--- config.mk ---
export PLATFORM = sky130hd
export DESIGN_NAME = systolic_array_ctrl_flat
export DESIGN_NICKNAME = d
export VERILOG_FILES = /design/src/rtl/systolic_array_ctrl_pkg.sv /design/src/rtl/systolic_array_ctrl_if.sv /design/src/rtl/systolic_array_ctrl_counter.sv /design/src/rtl/systolic_array_ctrl.sv /design/src/flat_wrapper.sv
export SDC_FILE = /design/constraint.sdc
export NUM_CORES = 1
export LEC_CHECK = 0
export BUFFER_PORTS_ARGS = -buffer_cell sky130_fd_sc_hd__buf_2
export CORE_MARGIN = 3
export CORE_UTILIZATION = 55
export CTS_CLUSTER_SIZE = 30
export DETAILED_ROUTE_END_ITERATION = 10
export PLACE_DENSITY = 0.82
export SLEW_MARGIN = 25
export SYNTH_ARGS = -nofsm -noshare
export SYNTH_HDL_FRONTEND = slang
export SYNTH_SLANG_ARGS = --single-unit
--- constraint.sdc ---
create_clock -name clk_i -period 3.4 [get_ports clk_i]
set_input_delay 0.17 -clock clk_i [delete_from_list [all_inputs] [get_ports clk_i]]
set_output_delay 0.17 -clock clk_i [all_outputs]
set_load 0.02 [all_outputs]
--- src/rtl/systolic_array_ctrl_pkg.sv ---
// Shared types and helpers for the systolic array sequencer.
package systolic_ctrl_pkg;

    typedef enum logic [2:0] {
        ST_IDLE,
        ST_CLEAR,
        ST_FEED,
        ST_DRAIN,
        ST_STREAM,
        ST_DONE
    } ctrl_state_e;

    localparam int K_MAX_DEFAULT = 16;

    // Skew depth of an M x N array: the last operand needs M+N cycles to reach the far corner.
    function automatic int drain_cycles(input int m_rows, input int n_cols);
        return m_rows + n_cols;
    endfunction

endpackage

--- src/rtl/systolic_array_ctrl_if.sv ---
// Job, operand-buffer, array-control and stream-out signals of the sequencer.
interface systolic_array_ctrl_if
    import systolic_ctrl_pkg::*;
#(
    parameter int K_MAX  = K_MAX_DEFAULT,
    parameter int K_W    = $clog2(K_MAX + 1),
    parameter int ADDR_W = $clog2(K_MAX)
);

    logic              start_i;
    logic [K_W-1:0]    k_dim_i;
    logic              abort_i;
    logic              busy_o;
    logic              done_o;
    logic              err_o;
    logic              a_rd_en_o;
    logic [ADDR_W-1:0] a_rd_addr_o;
    logic              b_rd_en_o;
    logic [ADDR_W-1:0] b_rd_addr_o;
    logic              feed_a_valid_o;
    logic              feed_b_valid_o;
    logic              a_clr_o;
    logic              b_clr_o;
    logic              acc_clr_o;
    logic              start_stream_o;
    logic              stream_clr_o;
    logic              stream_valid_i;

    modport master (
        output start_i, k_dim_i, abort_i, stream_valid_i,
        input  busy_o, done_o, err_o,
        input  a_rd_en_o, a_rd_addr_o, b_rd_en_o, b_rd_addr_o,
        input  feed_a_valid_o, feed_b_valid_o,
        input  a_clr_o, b_clr_o, acc_clr_o, start_stream_o, stream_clr_o
    );

    modport slave (
        input  start_i, k_dim_i, abort_i, stream_valid_i,
        output busy_o, done_o, err_o,
        output a_rd_en_o, a_rd_addr_o, b_rd_en_o, b_rd_addr_o,
        output feed_a_valid_o, feed_b_valid_o,
        output a_clr_o, b_clr_o, acc_clr_o, start_stream_o, stream_clr_o
    );

endinterface

--- src/rtl/systolic_array_ctrl_counter.sv ---
// Loadable up-counter with clear, enable and terminal-count compare.
module ctrl_counter #(
    parameter int W = 4
) (
    input  logic         clk_i,
    input  logic         rst_i,
    input  logic         clr,
    input  logic         en,
    input  logic         load,
    input  logic [W-1:0] load_val,
    input  logic [W-1:0] term_val,
    output logic [W-1:0] cnt,
    output logic         tc
);

    // Clear wins over load, load wins over count.
    always_ff @(posedge clk_i) begin
        if (rst_i) begin
            cnt <= '0;
        end else if (clr) begin
            cnt <= '0;
        end else if (load) begin
            cnt <= load_val;
        end else if (en) begin
            cnt <= cnt + W'(1);
        end
    end

    assign tc = (cnt == term_val);

endmodule

--- src/rtl/systolic_array_ctrl.sv ---
// Job sequencer for the systolic MAC array: clear, feed K operand vectors, drain, stream out.
module systolic_array_ctrl
    import systolic_ctrl_pkg::*;
#(
    parameter int M_ROWS       = 4,
    parameter int N_COLS       = 4,
    parameter int K_MAX        = K_MAX_DEFAULT,
    parameter int K_W          = $clog2(K_MAX + 1),
    parameter int ADDR_W       = $clog2(K_MAX),
    parameter int DRAIN_CYCLES = drain_cycles(M_ROWS, N_COLS)
) (
    input logic                 clk_i,
    input logic                 rst_i,
    systolic_array_ctrl_if.slave bus
);

    localparam int TOTAL_ELEM = M_ROWS * N_COLS;
    localparam int BEAT_W     = $clog2(TOTAL_ELEM + 1);
    localparam int DRAIN_W    = $clog2(DRAIN_CYCLES + 1);

    ctrl_state_e        state_q;
    ctrl_state_e        state_d;
    logic [K_W-1:0]     k_q;
    logic               k_ok;
    logic               start_ok;
    logic               job_abort;

    logic               rd_en;
    logic               clr_all;
    logic               done;
    logic               busy;
    logic               err_q;
    logic               abort_clr_q;
    logic               strm_entry_q;
    logic               feed_vld_p1;

    logic               feed_en, feed_clr, feed_tc;
    logic [ADDR_W-1:0]  feed_cnt, feed_term;
    logic               drain_en, drain_clr, drain_tc;
    logic [DRAIN_W-1:0] drain_cnt;
    logic               beat_en, beat_clr, beat_tc, beat_done;
    logic [BEAT_W-1:0]  beat_cnt;
    logic               unused_cnt;

    assign k_ok      = (bus.k_dim_i != '0) && (bus.k_dim_i <= K_W'(K_MAX));
    assign start_ok  = (state_q == ST_IDLE) && bus.start_i && k_ok;
    assign job_abort = bus.abort_i && (state_q != ST_IDLE);

    assign feed_term = ADDR_W'(k_q - K_W'(1));
    assign feed_en   = (state_q == ST_FEED);
    assign feed_clr  = job_abort || !feed_en || feed_tc;

    assign drain_en  = (state_q == ST_DRAIN);
    assign drain_clr = job_abort || !drain_en || drain_tc;

    // Only beats seen while streaming count; stray valids elsewhere never move the counter.
    assign beat_en   = (state_q == ST_STREAM) && bus.stream_valid_i;
    assign beat_done = beat_en && beat_tc;
    assign beat_clr  = job_abort || (state_q != ST_STREAM) || beat_done;

    ctrl_counter #(.W(ADDR_W)) u_feed_cnt (
        .clk_i    (clk_i),
        .rst_i    (rst_i),
        .clr      (feed_clr),
        .en       (feed_en),
        .load     (1'b0),
        .load_val ('0),
        .term_val (feed_term),
        .cnt      (feed_cnt),
        .tc       (feed_tc)
    );

    ctrl_counter #(.W(DRAIN_W)) u_drain_cnt (
        .clk_i    (clk_i),
        .rst_i    (rst_i),
        .clr      (drain_clr),
        .en       (drain_en),
        .load     (1'b0),
        .load_val ('0),
        .term_val (DRAIN_W'(DRAIN_CYCLES - 1)),
        .cnt      (drain_cnt),
        .tc       (drain_tc)
    );

    ctrl_counter #(.W(BEAT_W)) u_beat_cnt (
        .clk_i    (clk_i),
        .rst_i    (rst_i),
        .clr      (beat_clr),
        .en       (beat_en),
        .load     (1'b0),
        .load_val ('0),
        .term_val (BEAT_W'(TOTAL_ELEM - 1)),
        .cnt      (beat_cnt),
        .tc       (beat_tc)
    );

    assign unused_cnt = ^{drain_cnt, beat_cnt};

    always_ff @(posedge clk_i) begin
        if (rst_i) begin
            state_q      <= ST_IDLE;
            k_q          <= '0;
            err_q        <= 1'b0;
            abort_clr_q  <= 1'b0;
            strm_entry_q <= 1'b0;
            feed_vld_p1  <= 1'b0;
        end else begin
            state_q      <= state_d;
            if (start_ok) begin
                k_q <= bus.k_dim_i;
            end
            err_q        <= (state_q == ST_IDLE) && bus.start_i && !k_ok;
            abort_clr_q  <= job_abort;
            strm_entry_q <= drain_en && drain_tc && !job_abort;
            // p1: operand buffer read data lands one cycle after rd_en
            feed_vld_p1  <= rd_en && !job_abort;
        end
    end

    always_comb begin
        state_d = state_q;
        rd_en   = 1'b0;
        clr_all = abort_clr_q;
        done    = 1'b0;
        busy    = (state_q != ST_IDLE);
        unique case (state_q)
            ST_IDLE: begin
                if (start_ok) state_d = ST_CLEAR;
            end
            ST_CLEAR: begin
                clr_all = 1'b1;
                state_d = ST_FEED;
            end
            ST_FEED: begin
                rd_en = 1'b1;
                if (feed_tc) state_d = ST_DRAIN;
            end
            ST_DRAIN: begin
                if (drain_tc) state_d = ST_STREAM;
            end
            ST_STREAM: begin
                if (beat_done) state_d = ST_DONE;
            end
            ST_DONE: begin
                done    = 1'b1;
                state_d = ST_IDLE;
            end
            default: state_d = ST_IDLE;
        endcase
        if (job_abort) state_d = ST_IDLE;
    end

    assign bus.busy_o         = busy;
    assign bus.done_o         = done;
    assign bus.err_o          = err_q;
    assign bus.a_rd_en_o      = rd_en;
    assign bus.b_rd_en_o      = rd_en;
    assign bus.a_rd_addr_o    = rd_en ? feed_cnt : '0;
    assign bus.b_rd_addr_o    = rd_en ? feed_cnt : '0;
    assign bus.feed_a_valid_o = feed_vld_p1;
    assign bus.feed_b_valid_o = feed_vld_p1;
    assign bus.a_clr_o        = clr_all;
    assign bus.b_clr_o        = clr_all;
    assign bus.acc_clr_o      = clr_all;
    assign bus.stream_clr_o   = clr_all;
    assign bus.start_stream_o = strm_entry_q;

endmodule

--- src/flat_wrapper.sv ---
// flat-port wrapper written by rule: the top's interface ports become plain ports
module systolic_array_ctrl_flat import systolic_ctrl_pkg::*;
#(
    parameter int M_ROWS       = 4,
    parameter int N_COLS       = 4,
    parameter int K_MAX        = K_MAX_DEFAULT,
    parameter int K_W          = $clog2(K_MAX + 1),
    parameter int ADDR_W       = $clog2(K_MAX),
    parameter int DRAIN_CYCLES = drain_cycles(M_ROWS, N_COLS)
)
  (clk_i, rst_i, bus_start_i, bus_k_dim_i, bus_abort_i, bus_stream_valid_i, bus_busy_o, bus_done_o, bus_err_o, bus_a_rd_en_o, bus_a_rd_addr_o, bus_b_rd_en_o, bus_b_rd_addr_o, bus_feed_a_valid_o, bus_feed_b_valid_o, bus_a_clr_o, bus_b_clr_o, bus_acc_clr_o, bus_start_stream_o, bus_stream_clr_o);
  systolic_array_ctrl_if #(.K_MAX(K_MAX), .K_W(K_W), .ADDR_W(ADDR_W)) bus_i ();
  input logic clk_i;
  input logic rst_i;
  input wire logic [$bits(bus_i.start_i)-1:0] bus_start_i;
  input wire logic [$bits(bus_i.k_dim_i)-1:0] bus_k_dim_i;
  input wire logic [$bits(bus_i.abort_i)-1:0] bus_abort_i;
  input wire logic [$bits(bus_i.stream_valid_i)-1:0] bus_stream_valid_i;
  output wire logic [$bits(bus_i.busy_o)-1:0] bus_busy_o;
  output wire logic [$bits(bus_i.done_o)-1:0] bus_done_o;
  output wire logic [$bits(bus_i.err_o)-1:0] bus_err_o;
  output wire logic [$bits(bus_i.a_rd_en_o)-1:0] bus_a_rd_en_o;
  output wire logic [$bits(bus_i.a_rd_addr_o)-1:0] bus_a_rd_addr_o;
  output wire logic [$bits(bus_i.b_rd_en_o)-1:0] bus_b_rd_en_o;
  output wire logic [$bits(bus_i.b_rd_addr_o)-1:0] bus_b_rd_addr_o;
  output wire logic [$bits(bus_i.feed_a_valid_o)-1:0] bus_feed_a_valid_o;
  output wire logic [$bits(bus_i.feed_b_valid_o)-1:0] bus_feed_b_valid_o;
  output wire logic [$bits(bus_i.a_clr_o)-1:0] bus_a_clr_o;
  output wire logic [$bits(bus_i.b_clr_o)-1:0] bus_b_clr_o;
  output wire logic [$bits(bus_i.acc_clr_o)-1:0] bus_acc_clr_o;
  output wire logic [$bits(bus_i.start_stream_o)-1:0] bus_start_stream_o;
  output wire logic [$bits(bus_i.stream_clr_o)-1:0] bus_stream_clr_o;
  assign bus_i.start_i = bus_start_i;
  assign bus_i.k_dim_i = bus_k_dim_i;
  assign bus_i.abort_i = bus_abort_i;
  assign bus_i.stream_valid_i = bus_stream_valid_i;
  assign bus_busy_o = bus_i.busy_o;
  assign bus_done_o = bus_i.done_o;
  assign bus_err_o = bus_i.err_o;
  assign bus_a_rd_en_o = bus_i.a_rd_en_o;
  assign bus_a_rd_addr_o = bus_i.a_rd_addr_o;
  assign bus_b_rd_en_o = bus_i.b_rd_en_o;
  assign bus_b_rd_addr_o = bus_i.b_rd_addr_o;
  assign bus_feed_a_valid_o = bus_i.feed_a_valid_o;
  assign bus_feed_b_valid_o = bus_i.feed_b_valid_o;
  assign bus_a_clr_o = bus_i.a_clr_o;
  assign bus_b_clr_o = bus_i.b_clr_o;
  assign bus_acc_clr_o = bus_i.acc_clr_o;
  assign bus_start_stream_o = bus_i.start_stream_o;
  assign bus_stream_clr_o = bus_i.stream_clr_o;
  systolic_array_ctrl #(.M_ROWS(M_ROWS), .N_COLS(N_COLS), .K_MAX(K_MAX), .K_W(K_W), .ADDR_W(ADDR_W), .DRAIN_CYCLES(DRAIN_CYCLES)) u_core (.clk_i(clk_i), .rst_i(rst_i), .bus(bus_i));
endmodule
# Yosys cells after proc, flatten, opt, wreduce, memory -nomap -nowiden
# Index checks and enable logic that the tools add are counted.
# W data, S select, Z words.
# op_classes
add_sub_neg	4
n_lt_le_gt_ge	1
eq_ne	13
muxes	9
reduce_logical	28
# ops
operator	count
$pmux W3 S5	1
$mux W3	4
$logic_and A1 B1 Y1	10
$add A4 B1 Y4 const B	2
$reduce_or A2 Y1	4
$eq A3 B2 Y1 const B	2
$eq A3 B3 Y1 const B	2
$logic_or A1 B1 Y1	6
$add A5 B1 Y5 const B	1
$eq A5 B4 Y1 const B	1
$le A5 B5 Y1 const B	1
$reduce_bool A5 Y1	1
$eq A4 B3 Y1 const B	1
$eq A4 B4 Y1	1
$logic_not A1 Y1	4
$mux W4	1
$ne A2 B1 Y1 const B	2
$ne A2 B2 Y1 const B	2
$reduce_and A4 Y1	1
$sub A4 B1 Y4 const B	1
$eq A3 B1 Y1 const B	1
$logic_not A3 Y1	1
$mux W1	3
$ne A3 B3 Y1 const B	1
$reduce_bool A3 Y1	1
# word_totals
ff_bits	24
in_bits	10
output_inout_bits	20
word_cells	64

# Longest topological paths before layout
# depth
depth_word	5
mapped_depth	6
depth_no_buf	6

# Modules after synthesis
# Synthesis repeated with hierarchy kept, for this count alone.
# hier_totals
cells_unflattened	178
area_unflattened_um2	1487.7
# by_module_without_submodules
module	n_inst	cells_per_inst	area_each_um2	seq_area_each_um2
systolic_array_ctrl	1	87	716.9	220.2
ctrl_counter (u_core.u_drain_cnt ...)	2	28	237.7	80.1
ctrl_counter (u_core.u_beat_cnt)	1	35	295.3	100.1

# Least setup slack after synthesis
# Ideal clock, no wire load.
# synth_path
kind	flip-flop to output port
startpoint	reg u_core.state_q[1]
endpoint	out bus_b_rd_addr_o[0]
t_arrival_ns	1.500
t_required_ns	3.230
setup_slack_ns	1.730
path_stages_with_launch	5
path_buffers	2
cell_sequence	dfxtp_1 buf_2 nor3b_2 and2_1 buf_4
# synth_between
elab_chain_cells	3
# synth_rtl
element	line_no	source
start, declared	systolic_array_ctrl.sv:21	ctrl_state_e state_q;
start signal, assigned	systolic_array_ctrl.sv:108	state_q <= state_d;
$eq A3 B2 Y1	systolic_array_ctrl.sv:126	unique case (state_q)
$mux W1	systolic_array_ctrl.sv:126	
named net bus_a_rd_en_o	flat_wrapper.sv:22	output wire logic [$bits(bus_i.a_rd_en_o)-1:0] bus_a_rd_en_o;
$mux W4	n/a	
end, declared	flat_wrapper.sv:25	output wire logic [$bits(bus_i.b_rd_addr_o)-1:0] bus_b_rd_addr_o;
# The timed path passes the listed nets, and every way through them passes these cells.

# Final worst setup path
# layout_path
startpoint	reg u_core.state_q[1]
endpoint	out bus_a_rd_addr_o[2]
# layout_between
elab_chain_cells	3
# layout_rtl
element	line_no	source
$eq A3 B2 Y1	systolic_array_ctrl.sv:126	
$mux W1	systolic_array_ctrl.sv:126	
$mux W4	systolic_array_ctrl.sv:158	assign bus.a_rd_addr_o = rd_en ? feed_cnt : '0;
end, declared	flat_wrapper.sv:23	output wire logic [$bits(bus_i.a_rd_addr_o)-1:0] bus_a_rd_addr_o;
# Every way passes these cells.

==> run_results.csv <==
group,metric,value,unit
run_status,status,"finished, final reports clean",
clocking,post_cts_buffers,0,
logic_synthesis,ys_seq_area_frac,0.389,
clocking,cts_made_buffers,3,
final_layout,fillers,179,
critical_path,crit_path_start_kind,"flip-flop",
route,drt-vias-per-instance,5.34,
logic_synthesis,avgSynthCellArea,8.89,sq um
route,num_vias,988,
logic_synthesis,ys_seq_elements,24,
grt,grt_pass1_wl,3820,microns
power,power.density,374,nW/um^2
clocking,clk_latency,0.32,ns
timing,period_needed,1.91,ns
floorplanning,die_area,2850,sq um
job,maxCapViolCount,0,
min_path,min_path_type,"in -> reg",
floorplanning,die_y,53.4,microns
final_layout,final_nets,174,
timing,setup_viol,0,
clocking,cts_max_level,1,
clocking,cts_resized,0,
route,first_iter_violations,1,
timing,clock_skew,0.00650,ns
floorplanning,fp-row-count,16,
clocking,holdBufCountCts,0,
logic_synthesis,synth_top_area_cell,"dfxtp_1",
critical_path,cp.required,3.23,ns
logic_synthesis,synth.distinct_cells,35,
timing,worst_pin_slew,0.675,ns
route,route.detailed.drc,0,
critical_path,cp.arrival,1.74,ns
critical_path,crit_fanout,10,
route,first_pass_iters,4,
critical_path,cp-end-kind,"output pin",
logic_synthesis,yosys-top-cells-area,"dfxtp_1, buf_4, ha_1, xnor2_1, xor2_1",
power,ir_drop,302,uV
route,ant_nets,0,
timing,slew_headroom,0.543,
timing,finalHoldViolCount,0,
grt,grt_max_degree,14,
route,wl_per_cell,12.1,microns
final_layout,syn2layout_area_growth,10.4,%
logic_synthesis,yosys_warnings,0,
timing,min_period_over_period,0.562,
grt,grtUsageTotal,0.189,
logic_synthesis,synthCells,139,
timing,slew_violations,0,
power,totalPowerFinal,511,uW
placed_design,dpl_cell_area,1320,sq um
final_layout,fin_area,1370,sq um
final_layout,drive_gt1_frac,0.259,
placed_design,place.gp.congestion,0.832,
placed_design,hpwl,1820,microns
logic_synthesis,synth_nets,154,
route,wirelength,2250,microns
logic_synthesis,netlist.area_leader.share,0.389,
grt,grt_pass1_vias,927,
timing,fmax,0.524,GHz
timing,rsz0062_at_grt,"no",
clocking,root_buffer,"clkbuf_4",
floorplanning,die_w,53.4,microns
placed_design,portBuffers,29,
grt,grt_overflow,0,
floorplanning,boundaryPins,30,
critical_path,worstSetupPathType,"reg -> out",
logic_synthesis,syn-cell-area,1240,sq um
clocking,path_clk_slew,0.13,ns
power,p_leak,0.587,nW
logic_synthesis,synth_edf_count,0,
clocking,clock_sinks,24,
final_layout,final_common_cell,"buf_2",
clocking,clk_path_buf_depth,2,
timing,final.setup.tns,0,ns
floorplanning,start_util,0.605,
clocking,cts_tree,"done",
grt,antenna_found_initial,0,
floorplanning,core_area,2040,sq um
final_layout,final_cell_mix,"buf_2, dfxtp_1, nor2_1, a21oi_1",
final_layout,antenna-diode-count,0,
logic_synthesis,ys.flop_type,"dfxtp_1",
logic_synthesis,async_reset_ff_frac,0,
registers in the layout, summed over array words and instances (netlist names):
register,count
u_core.u_beat_cnt.cnt,5
u_core.state_q,3
u_core.k_q,4
u_core.bus.feed_a_valid_o,1
u_core.abort_clr_q,1
u_core.bus.err_o,1
u_core.u_drain_cnt.cnt,4
u_core.u_feed_cnt.cnt,4
u_core.bus.start_stream_o,1
metrics by stage:
stage	instances	hold WS [ns]	util	setup slack, ns
3_5_place_dp	181	0.419	0.648	1.49
6_report	185	0.0800	0.669	1.49
3_3_place_gp	181	0.414	0.648	1.59
2_1_floorplan	139	0.249	-	1.73
5_1_grt	185	0.0860	0.669	1.35
4_1_cts	185	0.0705	0.665	1.48
routing by layer:
| metal | wire length [microns] | track usage | up-vias |
|---|---|---|---|
| met5 | 0 | 0 | - |
| met2 | 1090 | 0.322 | 24 |
| met3 | 128 | 0.0592 | 7 |
| li1 | - | - | 504 |
| met4 | 40 | 0.0809 | 0 |
| met1 | 987 | 0.212 | 453 |
area by class of cell:
cell class	instances	area, sq um	area share
well taps	27	33.8	0.0247
flip-flops and latches	24	480	0.352
multi-input cells	94	643	0.471
clock buffers	4	36.3	0.0266
repair buffers	29	145	0.106
inverters	7	26.3	0.0192
cells in the mapped netlist, types with 3 or more instances:
cell,count
dfxtp_1,24
nor2_1,16
buf_4,9
a21oi_1,8
inv_1,7
xnor2_1,7
xor2_1,7
nand3_1,6
o21ai_0,6
and2_1,5
buf_2,5
ha_1,5
nand2_1,5
nand4_1,4
nor2b_1,3
nor3_1,3
path summary, 6_finish.rpt:
kind                                                  end  slack, ns                       from  depth (start not counted)
worst max-delay path                   bus_a_rd_addr_o[2]       1.49          u_core.state_q[1]                          3
worst min-delay path                    u_core.state_q[2]       0.08                bus_abort_i                          2
worst max register to register   u_core.u_feed_cnt.cnt[3]       1.71              u_core.k_q[0]                          6
worst min register to register  u_core.u_drain_cnt.cnt[0]       0.47  u_core.u_drain_cnt.cnt[0]                          1
logic make-up (layout without fill, tap and decap cells):
group	after synthesis	count (layout)	synth area share
multiplexers	1	1	0.00810
flip-flops	24	24	0.389
AO/OA/AOI/OAI	20	20	0.101
buffers and inverters	21	40	0.0962
AND/OR/NAND/NOR	54	54	0.256
XOR/XNOR	14	14	0.0992
adder cells (fa/ha/maj)	5	5	0.0506
worst max-delay path: stages, from the launching register on:
cell and delay [ns]:
dfxtp_1 0.57, nor3b_2 0.46, and2_2 0.22, buf_2 0.16
where the power goes:
group	leakage (nW)	internal [mW]	total (mW)	switching, mW
combinational	0.372	0.0272	0.0675	0.0404
clock	0.0210	0.0655	0.149	0.0833
sequential	0.194	0.287	0.294	0.00769
No activity file was read; power rests on OpenSTA's default activity.
